--- src/rtl/int_exec_unit.sv ---
// int_exec_unit: single-cycle integer ALU plus optional radix-2 multiplier feeding an in-order CDB result FIFO.
// Define INT_EXU_MUL_EN to build the multiplier (opcodes 10-12); otherwise those opcodes return zero like reserved ones.
module int_exec_unit #(
  parameter int OBUF_DEPTH = 2
) (
  input  logic        clk,
  input  logic        reset,
  input  logic        ex_en,
  input  logic [79:0] rs2exe,
  output logic        ex_ready,
  output logic        cdb_req,
  input  logic        cdb_grant,
  output logic [37:0] cdb_out
);

  localparam int PTR_W = $clog2(OBUF_DEPTH);
  localparam int CNT_W = PTR_W + 1;
  localparam logic [CNT_W-1:0] FULL_CNT = CNT_W'(OBUF_DEPTH);

  logic [3:0]  op;
  logic [5:0]  dest;
  logic [31:0] opr1;
  logic [31:0] opr2;
  logic        unused_inst_bits;

  assign op   = rs2exe[73:70];
  assign dest = rs2exe[69:64];
  assign opr1 = rs2exe[63:32];
  assign opr2 = rs2exe[31:0];
  assign unused_inst_bits = ^rs2exe[79:74];

  logic        accept;
  logic        push;
  logic        pop;
  logic        buf_full;
  logic [37:0] push_data;
  logic [31:0] alu_result;

  assign accept = ex_en && ex_ready;

  always_comb begin
    alu_result = 32'h0;
    case (op)
      4'd0:    alu_result = opr1 + opr2;
      4'd1:    alu_result = opr1 - opr2;
      4'd2:    alu_result = opr1 << opr2[4:0];
      4'd3:    alu_result = {31'h0, $signed(opr1) < $signed(opr2)};
      4'd4:    alu_result = {31'h0, opr1 < opr2};
      4'd5:    alu_result = opr1 ^ opr2;
      4'd6:    alu_result = opr1 >> opr2[4:0];
      4'd7:    alu_result = 32'($signed(opr1) >>> opr2[4:0]);
      4'd8:    alu_result = opr1 | opr2;
      4'd9:    alu_result = opr1 & opr2;
      default: alu_result = 32'h0;
    endcase
  end

`ifdef INT_EXU_MUL_EN
  typedef enum logic [1:0] {
    IDLE,
    MUL,
    DONE
  } state_t;

  state_t      state_q, state_d;
  logic [4:0]  iter_q, iter_d;
  logic [63:0] prod_q, prod_d;
  logic [31:0] mcand_q, mcand_d;
  logic        neg_q, neg_d;
  logic        hi_q, hi_d;
  logic [5:0]  mdest_q, mdest_d;

  logic        is_mul;
  logic        is_mulh;
  logic [31:0] mag1;
  logic [31:0] mag2;
  logic [32:0] step_sum;
  logic [63:0] prod_signed;

  assign is_mul   = (op == 4'd10) || (op == 4'd11) || (op == 4'd12);
  assign is_mulh  = (op == 4'd11);
  // MULH multiplies magnitudes and restores the sign on the full 64-bit product
  assign mag1     = (is_mulh && opr1[31]) ? -opr1 : opr1;
  assign mag2     = (is_mulh && opr2[31]) ? -opr2 : opr2;
  assign step_sum = {1'b0, prod_q[63:32]} + {1'b0, prod_q[0] ? mcand_q : 32'h0};
  assign prod_signed = neg_q ? -prod_q : prod_q;
  assign ex_ready = (state_q == IDLE) && !buf_full;

  always_comb begin
    state_d   = state_q;
    iter_d    = iter_q;
    prod_d    = prod_q;
    mcand_d   = mcand_q;
    neg_d     = neg_q;
    hi_d      = hi_q;
    mdest_d   = mdest_q;
    push      = 1'b0;
    push_data = 38'h0;
    case (state_q)
      IDLE: begin
        if (accept) begin
          if (is_mul) begin
            state_d = MUL;
            iter_d  = 5'd0;
            mcand_d = mag1;
            prod_d  = {32'h0, mag2};
            neg_d   = is_mulh && (opr1[31] ^ opr2[31]);
            hi_d    = (op != 4'd10);
            mdest_d = dest;
          end else begin
            push      = 1'b1;
            push_data = {dest, alu_result};
          end
        end
      end
      MUL: begin
        // Multiplier bits are consumed from the low half as the partial sum shifts in from the top
        prod_d = {step_sum, prod_q[31:1]};
        iter_d = iter_q + 5'd1;
        if (iter_q == 5'd31) begin
          state_d = DONE;
        end
      end
      DONE: begin
        push      = 1'b1;
        push_data = {mdest_q, hi_q ? prod_signed[63:32] : prod_signed[31:0]};
        state_d   = IDLE;
        iter_d    = 5'd0;
      end
      default: state_d = IDLE;
    endcase
  end

  always_ff @(posedge clk) begin
    if (reset) begin
      state_q <= IDLE;
      iter_q  <= 5'd0;
      prod_q  <= 64'h0;
      mcand_q <= 32'h0;
      neg_q   <= 1'b0;
      hi_q    <= 1'b0;
      mdest_q <= 6'h0;
    end else begin
      state_q <= state_d;
      iter_q  <= iter_d;
      prod_q  <= prod_d;
      mcand_q <= mcand_d;
      neg_q   <= neg_d;
      hi_q    <= hi_d;
      mdest_q <= mdest_d;
    end
  end
`else
  assign ex_ready = !buf_full;

  always_comb begin
    push      = accept;
    push_data = {dest, alu_result};
  end
`endif

  logic [37:0]      mem_q [OBUF_DEPTH];
  logic [37:0]      mem_d [OBUF_DEPTH];
  logic [PTR_W-1:0] rd_ptr_q, rd_ptr_d;
  logic [PTR_W-1:0] wr_ptr_q, wr_ptr_d;
  logic [CNT_W-1:0] count_q, count_d;

  assign buf_full = (count_q == FULL_CNT);
  assign cdb_req  = (count_q != '0);
  assign pop      = cdb_req && cdb_grant;
  assign cdb_out  = cdb_req ? mem_q[rd_ptr_q] : 38'h0;

  // Pointers wrap naturally because the depth is a power of two
  always_comb begin
    mem_d    = mem_q;
    rd_ptr_d = rd_ptr_q;
    wr_ptr_d = wr_ptr_q;
    count_d  = count_q;
    if (push) begin
      mem_d[wr_ptr_q] = push_data;
      wr_ptr_d        = wr_ptr_q + PTR_W'(1);
    end
    if (pop) begin
      rd_ptr_d = rd_ptr_q + PTR_W'(1);
    end
    case ({push, pop})
      2'b10:   count_d = count_q + CNT_W'(1);
      2'b01:   count_d = count_q - CNT_W'(1);
      default: count_d = count_q;
    endcase
  end

  always_ff @(posedge clk) begin
    mem_q <= mem_d;
  end

  always_ff @(posedge clk) begin
    if (reset) begin
      rd_ptr_q <= '0;
      wr_ptr_q <= '0;
      count_q  <= '0;
    end else begin
      rd_ptr_q <= rd_ptr_d;
      wr_ptr_q <= wr_ptr_d;
      count_q  <= count_d;
    end
  end

endmodule

--- config.mk ---
export PLATFORM = sky130hd
export DESIGN_NAME = int_exec_unit
export DESIGN_NICKNAME = d
export VERILOG_FILES = /design/src/rtl/int_exec_unit.sv
export SDC_FILE = /design/constraint.sdc
export NUM_CORES = 1
export LEC_CHECK = 0
export CORE_ASPECT_RATIO = 0.9
export CORE_MARGIN = 2
export CORE_UTILIZATION = 50
export CTS_BUF_LIST = sky130_fd_sc_hd__clkbuf_4 sky130_fd_sc_hd__clkbuf_8
export CTS_CLUSTER_SIZE = 28
export DETAILED_ROUTE_END_ITERATION = 6
export PLACE_DENSITY = 0.72
export SETUP_SLACK_MARGIN = 0.02
export SYNTH_ARGS = -nofsm -noshare
export SYNTH_HDL_FRONTEND = slang
export SYNTH_SLANG_ARGS = --single-unit
--- constraint.sdc ---
create_clock -name clk -period 6.4 [get_ports clk]
set_input_delay 1.6 -clock clk [delete_from_list [all_inputs] [get_ports clk]]
set_output_delay 1.6 -clock clk [all_outputs]
set_load 0.005 [all_outputs]
# Word-level counts from Yosys, hierarchy flattened
# Index checks and enable logic that the tools add are counted.
dict set report word_totals {
  mem_bits_rw 0
  output_inout_bits 40
  memories 0
  latchBits 0
  wordCells 52
  rom_bits 0
  register_bits 80
  inputBits 84
}
dict set report op_classes {
  div_mod_pow 0
  muxes 9
  n_mul 0
  add_sub_neg 6
  n_reduce_logical 7
  eq_ne 12
  bitwise 5
  n_lt_le_gt_ge 5
  shift 3
}
# operator n
set op_table {}
lappend op_table {{32-bit case mux with 10 select lines} 1}
lappend op_table {{38-bit 2-to-1 mux} 5}
lappend op_table {{76-bit bitwise mux} 1}
lappend op_table {{32-bit less-than comparator} 2}
lappend op_table {{38-bit demux with 1-bit select} 1}
lappend op_table {{32-bit adder} 1}
lappend op_table {{32-bit AND} 1}
lappend op_table {{32-bit OR} 1}
lappend op_table {{32-bit by 5-bit << shifter with 32-bit output} 1}
lappend op_table {{32-bit by 5-bit >> shifter with 32-bit output} 1}
lappend op_table {{32-bit by 5-bit >>> shifter with 32-bit output} 1}
lappend op_table {{32-bit subtractor} 1}
lappend op_table {{32-bit bitwise XOR} 1}
lappend op_table {{4-bit by 3-bit equality test with 1-bit output, second input constant} 4}
lappend op_table {{4-bit by 2-bit equality test with 1-bit output, second input constant} 2}
lappend op_table {{4-bit equality test, second input constant} 2}
lappend op_table {{2-bit equality test, second input constant} 2}
lappend op_table {{4-bit by 1-bit equality test with 1-bit output, second input constant} 1}
lappend op_table {{2-bit >= comparator, second input constant} 2}
lappend op_table {{4-bit zero test} 1}
lappend op_table {{1-bit inverter with 2-bit output} 2}
lappend op_table {{2-bit case mux with 2 select lines} 1}
lappend op_table {{2-bit nonzero test} 2}
lappend op_table {{1-bit logical AND} 3}
lappend op_table {{6 further kinds} 7}

# Depth between registers and ports, before layout
dict set report depth {
  ltp_word 6
  ltp_mapped 15
  ltp_nobuf 13
}

# Worst setup path before layout
# Ideal clock, no wire load.
dict set report synth_path {
  kind {input to register}
  from {input rs2exe[2]}
  to {register mem_q[18] in the netlist's numbering, data pin}
  path_buffers 3
  required_ns 6.123
  path_slack_ns 1.479
  cell_stages 15
  setup_ns 0.277
  arrival_ns 4.644
  cell_sequence {inv_1 -> buf_2 -> buf_2 -> clkbuf_1 -> ha_1 -> o21ba_2 -> o311ai_0 -> and3b_1 -> or4_1 -> o221ai_1 -> o311ai_0 -> a21o_1 -> a21oi_1 -> xnor2_1 -> o211ai_1}
}
dict set report synth_between {
  elab_chain_cells 3
  word_cells_on_any_way 7
  classes_between {add/sub: 2; shift: 3; mux: 2}
}
# item line_no
set synth_lines {}
lappend synth_lines {{start: declaration} 9} ;# input logic [79:0] rs2exe,
lappend synth_lines {{32-bit subtractor (tied with other cells)} 45} ;# 4'd1: alu_result = opr1 - opr2;
lappend synth_lines {{32-bit case mux with 10 select lines *} 43} ;# case (op)
lappend synth_lines {{via alu_result[18]} 37} ;# logic [31:0] alu_result;
lappend synth_lines {{76-bit bitwise mux *} 180} ;# mem_d[wr_ptr_q] = push_data;
lappend synth_lines {{end signal: assignment} 194} ;# mem_q <= mem_d;
lappend synth_lines {{end: declaration} 162} ;# logic [37:0] mem_q [OBUF_DEPTH];
# The timed path passes the listed nets; every way through them passes the cells marked *.
# A chain may end at the register's enable or synchronous reset.

# Worst setup path in the final report
dict set report layout_path {
  from {input rs2exe[33]}
  to {register mem_q[25] in the netlist's numbering, data pin}
}
# The elaborated chain is that of the path after synthesis.

==> flow_metrics.env <==
export IMPL_status="finished, violations left"
export IMPL_violations="DRC"
export IMPL_synth_edf_count=76
export IMPL_grtUsageMet3_pct=6.75
export IMPL_clk_insertion_delay_late_ns=0.38
export IMPL_multi_input_area_mm2=0.00811
export IMPL_max_stage_delay_ns=0.65
export IMPL_cp_slowest_cell="clkdlybuf4s50_1"
export IMPL_drtPass1Iterations=7
export IMPL_die_h_um=147
export IMPL_critPathLaunchType="primary input"
export IMPL_root_buffer="clkbuf_8"
export IMPL_met1_usage_pct=48.1
export IMPL_grt_first_pass_wirelength_um=62200
export IMPL_io_buffers=117
export IMPL_clockBufferDepth=2
export IMPL_syn_area_mm2=0.0114
export IMPL_async_flop_share_pct=0
export IMPL_finalWirelength_um=41800
export IMPL_clkTransAtPathRegs_ns=0.10
export IMPL_overflow=0
export IMPL_ir_drop_v=0.000261
export IMPL_min_period_over_period_pct=80.8
export IMPL_fin_skew_ns=0.0208
export IMPL_p_per_area_mw_per_mm2=199
export IMPL_cts_tree="done"
export IMPL_finalSetupViolCount=0
export IMPL_wire_per_inst_um=23.5
export IMPL_hold_viol_final=0
export IMPL_max_cap_violations=0
export IMPL_place_gp_congestion=1.03
export IMPL_grt_total_usage_pct=34.1
export IMPL_fill_cells=2103
export IMPL_max_slew_margin_pct=27.2
export IMPL_cts_htree_levels=3
export IMPL_dp_hpwl_um=32400
export IMPL_post_cts_buffers=0
export IMPL_dieWidth_um=163
export IMPL_min_path_type="reg -> reg"
export IMPL_ant_nets=0
export IMPL_rsz0062_at_grt="no"
export IMPL_layout_min_cycle_time_ns=5.17
export IMPL_cts_sinks=80
export IMPL_max_freq_ghz=0.193
export IMPL_area_growth_pct=12.9
export IMPL_fin_util_pct=57.4
export IMPL_grt_pass1_vias=10382
export IMPL_synth_cells=1412
export IMPL_synth_top_area_share_pct=20.1
export IMPL_use_met2_pct=52.7
export IMPL_regArea_mm2=0.00236
export IMPL_whs_path_depth=2
export IMPL_vias=11540
export IMPL_synth_seq_cells=80
export IMPL_p_leak_nw=5.14
export IMPL_top_usage_layer="met2"
export IMPL_first_iter_violations=1294
export IMPL_critPathMaxFanout=6
export IMPL_core_area_mm2=0.0224
export IMPL_crit_chain="clkdlybuf4s50_1 -> inv_1 -> ha_1 -> a211oi_1 -> o21bai_1 -> a31oi_1 -> o211ai_1 -> a41oi_1 -> o31ai_1 -> a32oi_1 -> o21ai_0 -> a2bb2oi_1 -> a21oi_1"
export IMPL_floorplan_initialDensity_pct=50.8
export IMPL_cts_made_buffers=9
export IMPL_crit_path_end_kind="flip-flop"
export IMPL_reg2reg_depth=6
export IMPL_vias_per_cell=6.50
export IMPL_rows=52
export IMPL_grt_max_degree=68
export IMPL_ctsResizeCount=0
export IMPL_synth_commonest_cells="nor2_1, o21ai_0, a21oi_1"
export IMPL_die_area_mm2=0.0240
export IMPL_antenna_found_initial=2
export IMPL_ios=124
export IMPL_slew_violations=0
export IMPL_synth_warnings=0
export IMPL_fin_nets=1659
export IMPL_cp_arrival_ns=5.34
export IMPL_drive_gt1_share_pct=9.07
export IMPL_syn_nets=1598
export IMPL_remaining_drc_errors=2
export IMPL_worst_setup_path_type="in -> reg"
export IMPL_tightestPinTransition_ns=1.09
export IMPL_yosysMostFrequentCell="nor2_1"
export IMPL_yosysSeqAreaShare_pct=20.8
export IMPL_cts_hold_buf=0
export IMPL_yosys_cell_types_count=90
export IMPL_synthFlopType="edfxtp_1"
export IMPL_netlist_top_cell_by_area="edfxtp_1"
export IMPL_syn_area_per_cell_um2=8.05
export IMPL_yosys_top_cells_area="edfxtp_1, ha_1, mux2i_1"
export IMPL_timing_setup_tns_ns=0
export IMPL_critPathRequiredTime_ns=6.57
==> metrics by stage <==
step | cells | hold WS, ns | total power, mW | setup WS, ns | cell area (um^2)
final | 1776 | 0.534 | 2.56 | 1.23 | 12800
after global routing | 1775 | 0.572 | 2.71 | 0.925 | 12800
after CTS | 1775 | 0.538 | 2.56 | 1.29 | 12800
after detailed placement | 1759 | 0.523 | 2.15 | 0.920 | 12600
after global placement | 1759 | 0.502 | 2.14 | 0.925 | 12600
after floorplan | 1412 | 0.466 | 1.58 | 1.48 | 11400
==> cell type report <==
class | instances | share of cell area (%)
Sequential cell | 80 | 18.4
Clock buffer | 9 | 0.965
Inverter | 94 | 2.75
Tap cell | 297 | 2.89
Antenna cell | 1 | 0.0195
Timing Repair Buffer | 155 | 11.2
Multi-Input combinational cell | 1133 | 63.1
Clock inverter | 7 | 0.672
==> final timing paths <==
check | from | endpoint | slack (ns)
setup reg to reg | count_q[0] | count_q[1] | 4.24
hold / removal | count_q[1] | count_q[1] | 0.53
hold reg to reg | count_q[1] | count_q[1] | 0.53
setup / recovery | rs2exe[33] | mem_q[25] | 1.23
==> placed cells by master (no fill, tap or decap), drive strengths merged, types with 26 or more instances in the layout <==
cell	instances
a21oi	110
nor2	208
nand3	28
mux4	35
nand2	95
inv	96
buf	42
mux2i	87
edfxtp	76
ha	100
o21ai	134
clkdlybuf4s50	112
nor3	28
o211ai	26
==> kinds of logic (layout without fill, tap and decap cells) <==
| group | count (synthesis) | count (layout) | share of synthesized area (%) |
|---|---|---|---|
| adders and majority gates | 102 | 102 | 11.4 |
| other | 0 | 1 | 0 |
| and+or+nand+nor | 442 | 442 | 17.6 |
| DFF | 80 | 80 | 20.8 |
| buffers and inverters | 199 | 265 | 8.12 |
| muxes | 133 | 133 | 15.7 |
| AOI/OAI and AO/OA | 435 | 435 | 24.8 |
| xor gates and xnor gates | 21 | 21 | 1.62 |
==> state kept, by name (all words and copies together) (netlist names) <==
name,count
mem_q,76
count_q,2
rd_ptr_q,1
wr_ptr_q,1
==> worst max-delay path, delay by kind of cell <==
| family | cells | cell delay (ns) |
|---|---|---|
| AO/OA/AOI/OAI | 10 | 2.57 |
| adder cells (fa/ha/maj) | 1 | 0.35 |
| buffers and inverters | 2 | 0.81 |
==> layer usage <==
metal | vias up | routed length, um | share of wire (%)
met1 | 5478 | 17700 | 42
met4 | 2 | 1410 | 3.4
met5 | - | 11 | 0.026
met2 | 685 | 18200 | 44
li1 | 5295 | - | -
met3 | 80 | 4360 | 10
==> report_power, final <==
part           switching [mW]  leakage, nW  internal [mW]
logic                   0.775         4.28          0.633
registers              0.0507        0.754          0.699
clock network           0.215        0.104          0.188
Power figures use the tool's default switching activity.
